`src/rtl/input_debouncer_pkg.sv`:
```
// debounce_pkg: filter FSM states and synchroniser depth shared by the debouncer files
package debounce_pkg;
  typedef enum logic [1:0] {ST_LOW, ST_CHK_HIGH, ST_HIGH, ST_CHK_LOW} dbn_state_t;
  localparam int SYNC_STAGES = 2;
endpackage

```
`src/rtl/input_debouncer_if.sv`:
```
// input_debouncer_if: raw inputs and conditioned outputs; toggle present only with DEBOUNCE_TOGGLE_EN
interface input_debouncer_if #(parameter int WIDTH = 2);
  logic [WIDTH-1:0] raw_in;
  logic [WIDTH-1:0] level;
  logic [WIDTH-1:0] rise;
  logic [WIDTH-1:0] fall;
`ifdef DEBOUNCE_TOGGLE_EN
  logic [WIDTH-1:0] toggle;
  modport master(output raw_in, input level, rise, fall, toggle);
  modport slave(input raw_in, output level, rise, fall, toggle);
`else
  modport master(output raw_in, input level, rise, fall);
  modport slave(input raw_in, output level, rise, fall);
`endif
endinterface

```
`src/rtl/input_debouncer_bit.sv`:
```
// debounce_bit: one-bit synchroniser, stability counter and four-state filter with edge pulses
module debounce_bit
  import debounce_pkg::*;
#(
  parameter int STABLE_CYCLES = 4,
  localparam int CNT_W = $clog2(STABLE_CYCLES + 1)
) (
  input  logic clk,
  input  logic rst,
  input  logic d,
  output logic level,
  output logic rise,
  output logic fall
);
  localparam logic [CNT_W-1:0] LIMIT = CNT_W'(STABLE_CYCLES);
  localparam logic [CNT_W-1:0] ONE = CNT_W'(1);
  logic [SYNC_STAGES-1:0] sync;
  logic s2;
  dbn_state_t state, state_n;
  logic [CNT_W-1:0] cnt, cnt_n;
  logic level_n, rise_n, fall_n;
  assign s2 = sync[SYNC_STAGES-1];
  always_ff @(posedge clk or posedge rst)
    if (rst) begin
      sync  <= '0;
      state <= ST_LOW;
      cnt   <= '0;
      level <= 1'b0;
      rise  <= 1'b0;
      fall  <= 1'b0;
    end else begin
      sync  <= {sync[SYNC_STAGES-2:0], d};
      state <= state_n;
      cnt   <= cnt_n;
      level <= level_n;
      rise  <= rise_n;
      fall  <= fall_n;
    end
  // any reversal inside a check state falls back to the stable state with a cleared count
  always_comb begin
    state_n = state;
    cnt_n   = '0;
    level_n = level;
    rise_n  = 1'b0;
    fall_n  = 1'b0;
    case (state)
      ST_LOW:
        if (s2) begin
          state_n = ST_CHK_HIGH;
          cnt_n   = ONE;
        end
      ST_CHK_HIGH:
        if (!s2) state_n = ST_LOW;
        else if (cnt == LIMIT) begin
          state_n = ST_HIGH;
          level_n = 1'b1;
          rise_n  = 1'b1;
        end else cnt_n = cnt + ONE;
      ST_HIGH:
        if (!s2) begin
          state_n = ST_CHK_LOW;
          cnt_n   = ONE;
        end
      ST_CHK_LOW:
        if (s2) state_n = ST_HIGH;
        else if (cnt == LIMIT) begin
          state_n = ST_LOW;
          level_n = 1'b0;
          fall_n  = 1'b1;
        end else cnt_n = cnt + ONE;
      default: state_n = ST_LOW;
    endcase
  end
endmodule

```
`src/rtl/input_debouncer.sv`:
```
// input_debouncer: WIDTH independent debounced inputs with rise/fall pulses
// Optional toggle output enabled by defining DEBOUNCE_TOGGLE_EN.
module input_debouncer
  import debounce_pkg::*;
#(
  parameter int WIDTH = 2,
  parameter int STABLE_CYCLES = 4
) (
  input logic clk,
  input logic rst,
  input_debouncer_if.slave bus
);
  logic [WIDTH-1:0] level_w, rise_w, fall_w;
  for (genvar i = 0; i < WIDTH; i++) begin : g_bit
    debounce_bit #(.STABLE_CYCLES(STABLE_CYCLES)) u_bit (
      .clk  (clk),
      .rst  (rst),
      .d    (bus.raw_in[i]),
      .level(level_w[i]),
      .rise (rise_w[i]),
      .fall (fall_w[i])
    );
  end
  assign bus.level = level_w;
  assign bus.rise  = rise_w;
  assign bus.fall  = fall_w;
`ifdef DEBOUNCE_TOGGLE_EN
  logic [WIDTH-1:0] tog;
  always_ff @(posedge clk or posedge rst)
    if (rst) tog <= '0;
    else tog <= tog ^ rise_w;
  assign bus.toggle = tog;
`endif
endmodule

```
`src/flat_wrapper.sv`:
```
// flat-port wrapper written by rule: the top's interface ports become plain ports
module input_debouncer_flat import debounce_pkg::*;
#(
  parameter int WIDTH = 2,
  parameter int STABLE_CYCLES = 4
)
  (clk, rst, bus_raw_in, bus_level, bus_rise, bus_fall);
  input_debouncer_if #(.WIDTH(WIDTH)) bus_i ();
  input logic clk;
  input logic rst;
  input wire logic [$bits(bus_i.raw_in)-1:0] bus_raw_in;
  output wire logic [$bits(bus_i.level)-1:0] bus_level;
  output wire logic [$bits(bus_i.rise)-1:0] bus_rise;
  output wire logic [$bits(bus_i.fall)-1:0] bus_fall;
  assign bus_i.raw_in = bus_raw_in;
  assign bus_level = bus_i.level;
  assign bus_rise = bus_i.rise;
  assign bus_fall = bus_i.fall;
  input_debouncer #(.WIDTH(WIDTH), .STABLE_CYCLES(STABLE_CYCLES)) u_core (.clk(clk), .rst(rst), .bus(bus_i));
endmodule
```
`config.mk`:
```
export PLATFORM = sky130hd
export DESIGN_NAME = input_debouncer_flat
export DESIGN_NICKNAME = d
export VERILOG_FILES = /design/src/rtl/input_debouncer_pkg.sv /design/src/rtl/input_debouncer_if.sv /design/src/rtl/input_debouncer_bit.sv /design/src/rtl/input_debouncer.sv /design/src/flat_wrapper.sv
export SDC_FILE = /design/constraint.sdc
export NUM_CORES = 1
export LEC_CHECK = 0
export ABC_AREA = 1
export ABC_CLOCK_PERIOD_IN_PS = 3000
export CORE_ASPECT_RATIO = 1.1
export CORE_MARGIN = 10
export CORE_UTILIZATION = 29
export DETAILED_ROUTE_END_ITERATION = 8
export DONT_BUFFER_PORTS = 1
export PLACE_DENSITY_LB_ADDON = 0.08
export SLEW_MARGIN = 20
export SYNTH_ARGS = -nofsm -noshare
export SYNTH_HDL_FRONTEND = slang
export SYNTH_HIERARCHICAL = 1
export SYNTH_SLANG_ARGS = --single-unit
```
`constraint.sdc`:
```
create_clock -name clk -period 3 [get_ports clk]
set_input_delay 0.75 -clock clk [delete_from_list [all_inputs] [get_ports clk]]
set_output_delay 0.75 -clock clk [all_outputs]
set_load 0.02 [all_outputs]
```
* Word level (Yosys, flattened, before mapping)
Index checks and enable logic that the tools add are counted.
Storage, ports and cells: logic and storage cells 92, register bits after elaboration 20
Cells by class: equality and inequality tests 24, reduce and logical (&&, ||, !) cells 8, mux-type cells 46, add/sub/neg operators 2
Operators with widths (count):
- $mux W2 | 12
- $ne A2 B2 Y1 const B | 12
- $pmux W3 S4 | 2
- $mux W1 | 22
- $mux W3 | 6
- $pmux W2 S4 | 2
- $ne A3 B3 Y1 const B | 4
- $reduce_and A5 Y1 | 2
- $eq A2 B2 Y1 const B | 4
- $reduce_and A4 Y1 | 2
- $add A3 B1 Y3 const B | 2
- $eq A3 B3 Y1 const B | 2
- $eq A2 B1 Y1 const B | 2
- $logic_not A2 Y1 | 2
- $pmux W1 S2 | 2
- $reduce_bool A2 Y1 | 2

* Longest topological paths before layout
depth after elaboration 4, depth in mapped cells 7, mapped depth without buffers 7

* Cells and area by module
The synthesis kept the hierarchy.
Modules (own cells, without submodules):
- debounce_bit (u_core.g_bit[0].u_bit) | area an instance 442.9 um2, sequential area each 250.2 um2, instances 1, cells each 50
- debounce_bit (u_core.g_bit[1].u_bit) | area an instance 432.9 um2, sequential area each 250.2 um2, instances 1, cells each 50

* Least setup slack after synthesis
OpenSTA, ideal clock, no wires.
path kind reg2out, start reg u_core.g_bit[0].u_bit.level, end out bus_level[0], data required time 2.250 ns, data arrival time 0.425 ns, cell stages (with the launch flop) 1, slack 1.825 ns, cell sequence dfrtp_1
RTL lines:
- start, declared | RTL line input_debouncer_bit.sv:11 | output logic level,
- start signal, assigned | RTL line input_debouncer_bit.sv:35 | level <= level_n;
- end, declared | RTL line flat_wrapper.sv:12 | output wire logic [$bits(bus_i.level)-1:0] bus_level;
No word-level cell between the ends.

* Worst setup path after layout
start reg u_core.g_bit[1].u_bit.level, end out bus_level[1]
RTL lines (RTL line):
- start, declared | input_debouncer_bit.sv:11
- start signal, assigned | input_debouncer_bit.sv:35
No word-level cell between the ends.

==> results.ini <==
[finish]
antenna_cells = 0
instances_no_fill = 137
fillCellCount = 297
area_delta_synth_final_pct = 10.71
drive_above_1_share = 0.1154
fin_nets = 113
regArea_um2 = 500.5
multi_input_area_um2 = 274.0

[sta]
report.final.slew_viol_count = 0
rsz0062_at_grt = no
worst_slack_ps = 1481
final.setup.tns_ps = 0
report.final.hold_viol_count = 0
slew_headroom = 0.7396
finalCritPeriodShare = 0.5065
period_needed_ps = 1519
holdWs_ps = 296.1
setup_viol_count_final = 0
fmax_mhz = 658.2
tightest_slew_ps = 390.1
finClkSkew_ps = 6.857

[place]
place.gp.congestion = 0.6845
place_ws_ps = 1810
hpwlAfterDp_um = 1077
portBuffers = 0
dp_cells = 133

[global_route]
grt_pass1_wl_um = 2352
antenna_found_initial = 0
grt_use_total = 0.05295
grt_overflow = 0
first_global_vias = 555
grt_max_degree = 13

[yosys]
synth_edf_count = 0
yosysMostFrequentCell = inv_1
yosys_most_used_dff = dfrtp_1
synth_async_sr_flop_share = 1.000
yosys.cell_types.count = 15
synth_area_leaders = dfrtp_1 57%, inv_1 10%, nand2_1 9.4%
synth_top_area_frac = 0.5714
yosys-top-cells-count = 24 x inv_1, 22 x nand2_1, 20 x dfrtp_1
netlist_area_um2 = 875.8
post-synth-top-area-cell = dfrtp_1
syn-instance-count = 100
ys_seq_area_frac = 0.5714
synth_fp_nets = 108
ys_warn_count = 6
ys_ff_latch = 20
synth_area_per_cell_um2 = 8.758

[clock_network]
cts_made_buffers = 3
clk_latency_ps = 290
cts_setup_buffers = 0
clkTransAtPathRegs_ps = 120
cts_buffer_depth = 2
cts.htree.levels = 1
hold_buffers = 0
cts_resized = 0
cts-root-buf = clkbuf_4
clock_sinks = 20
cts_tree = done

[routing]
drt_first_pass_iters = 3
postRouteAntennaNets = 0
vias = 555
route.final.wire_length_um = 1350
drc_errors = 0
drt_iter0_drc = 15
viasPerCell = 4.051
wl_per_cell_um = 9.854

[critical_path]
critPathArrivalTime_ps = 770
critPathKind = flip-flop to primary output
worstSetupEndpointType = primary output
r2r_slack_ps = 1910
crit_required_ps = 2250
cp_max_fo = 2
startpoint_type = flip-flop

[hold_path]
hp-class = input pin to asynchronous set/reset pin

[floorplan]
dieWidth_um = 72.40
rows = 20
core_mm2 = 0.002828
die_h_um = 77.64
dieArea_mm2 = 0.005621
start_util = 0.3097
num_io_pins = 10

[pwr]
leakage_nw = 0.5291
ir_drop_mv = 0.2560
power_density_mw_per_mm2 = 552.5
finalPower_w = 0.0005358

[outcome]
status = completed

[job]
cap_viol_max_count = 0

layout make-up:
cell class | instances | area share
multi-input cells | 53 | 0.2826
clock buffers | 3 | 0.02323
inverters | 27 | 0.1045
flip-flops and latches | 20 | 0.5161
clock inverters | 1 | 0.03097
well taps | 33 | 0.04258
stage by stage:
step	utilization	area, um2
3_3_place_gp	0.3243	917.1
6_report	0.3429	969.7
2_1_floorplan	-	875.8
5_1_grt	0.3429	969.7
4_1_cts	0.3429	969.7
3_5_place_dp	0.3243	917.1
path summary, 6_finish.rpt:
check	depth (start not counted)	end	from
worst max-delay path	0	bus_level[1]	u_core/g_bit[1].u_bit/level
worst min-delay path	1	u_core/g_bit[1].u_bit/sync[0]	rst
worst max register to register	5	u_core/g_bit[1].u_bit/level	u_core/g_bit[1].u_bit/cnt[0]
worst min register to register	0	u_core/g_bit[0].u_bit/sync[1]	u_core/g_bit[0].u_bit/sync[0]
max in group asynchronous	1	asynchronous set/reset pin	rst
min in group clk	0	u_core/g_bit[0].u_bit/sync[1]	u_core/g_bit[0].u_bit/sync[0]
flip-flops by register name, summed over array words and instances, names as in the netlist, named ones only:
| signal | count |
|---|---|
| u_core/g_bit.u_bit/cnt | 6 |
| u_core/g_bit.u_bit/sync | 4 |
| u_core/g_bit.u_bit/fall | 2 |
| u_core/g_bit.u_bit/level | 2 |
| u_core/g_bit.u_bit/rise | 2 |
| u_core/g_bit.u_bit/state | 2 |
metal layers:
| metal | global-route usage | vias to the layer above | part of all wire | wire [um] |
|---|---|---|---|---|
| li1 | - | 296 | - | - |
| met1 | 0.05419 | 254 | 0.44 | 599 |
| met2 | 0.08844 | 3 | 0.52 | 699 |
| met3 | 0.02290 | 2 | 0.024 | 33 |
| met4 | 0.02852 | 0 | 0.013 | 18 |
| met5 | 0 | - | 0 | 0 |
power breakdown:
group	internal (W)	switching (W)	total (W)
clock network	0.000135	0.0000805	0.000215
logic	0.0000109	0.0000199	0.0000308
registers	0.000279	0.0000101	0.000290
total	0.000425	0.000110	0.000536
logic make-up (layout without fill, tap and decap cells):
group | count (synthesis) | in the layout | synth area share
buffers and inverters | 27 | 31 | 0.1157
AO/OA/AOI/OAI | 4 | 4 | 0.03285
AND/OR/NAND/NOR | 45 | 45 | 0.2229
adder cells (fa/ha/maj) | 4 | 4 | 0.05715
flip-flops | 20 | 20 | 0.5714
cells in the final DEF, fill, tap and decap left out:
| cell | synthesis | final |
|---|---|---|
| inv_2 | 3 | 3 |
| nand2_1 | 22 | 22 |
| nor2_1 | 13 | 13 |
| bufinv_16 | 0 | 1 |
| ha_1 | 4 | 4 |
| nand3_2 | 2 | 2 |
| nand2_2 | 1 | 1 |
| o21bai_2 | 1 | 1 |
| clkbuf_4 | 0 | 3 |
| nor2_2 | 1 | 1 |
| o21bai_1 | 1 | 1 |
| nand4_1 | 1 | 1 |
| inv_1 | 24 | 24 |
| o21ai_0 | 1 | 1 |
| dfrtp_1 | 20 | 20 |
| nand3_1 | 5 | 5 |
| o21ai_1 | 1 | 1 |
No activity file was read; power rests on OpenSTA's default activity.
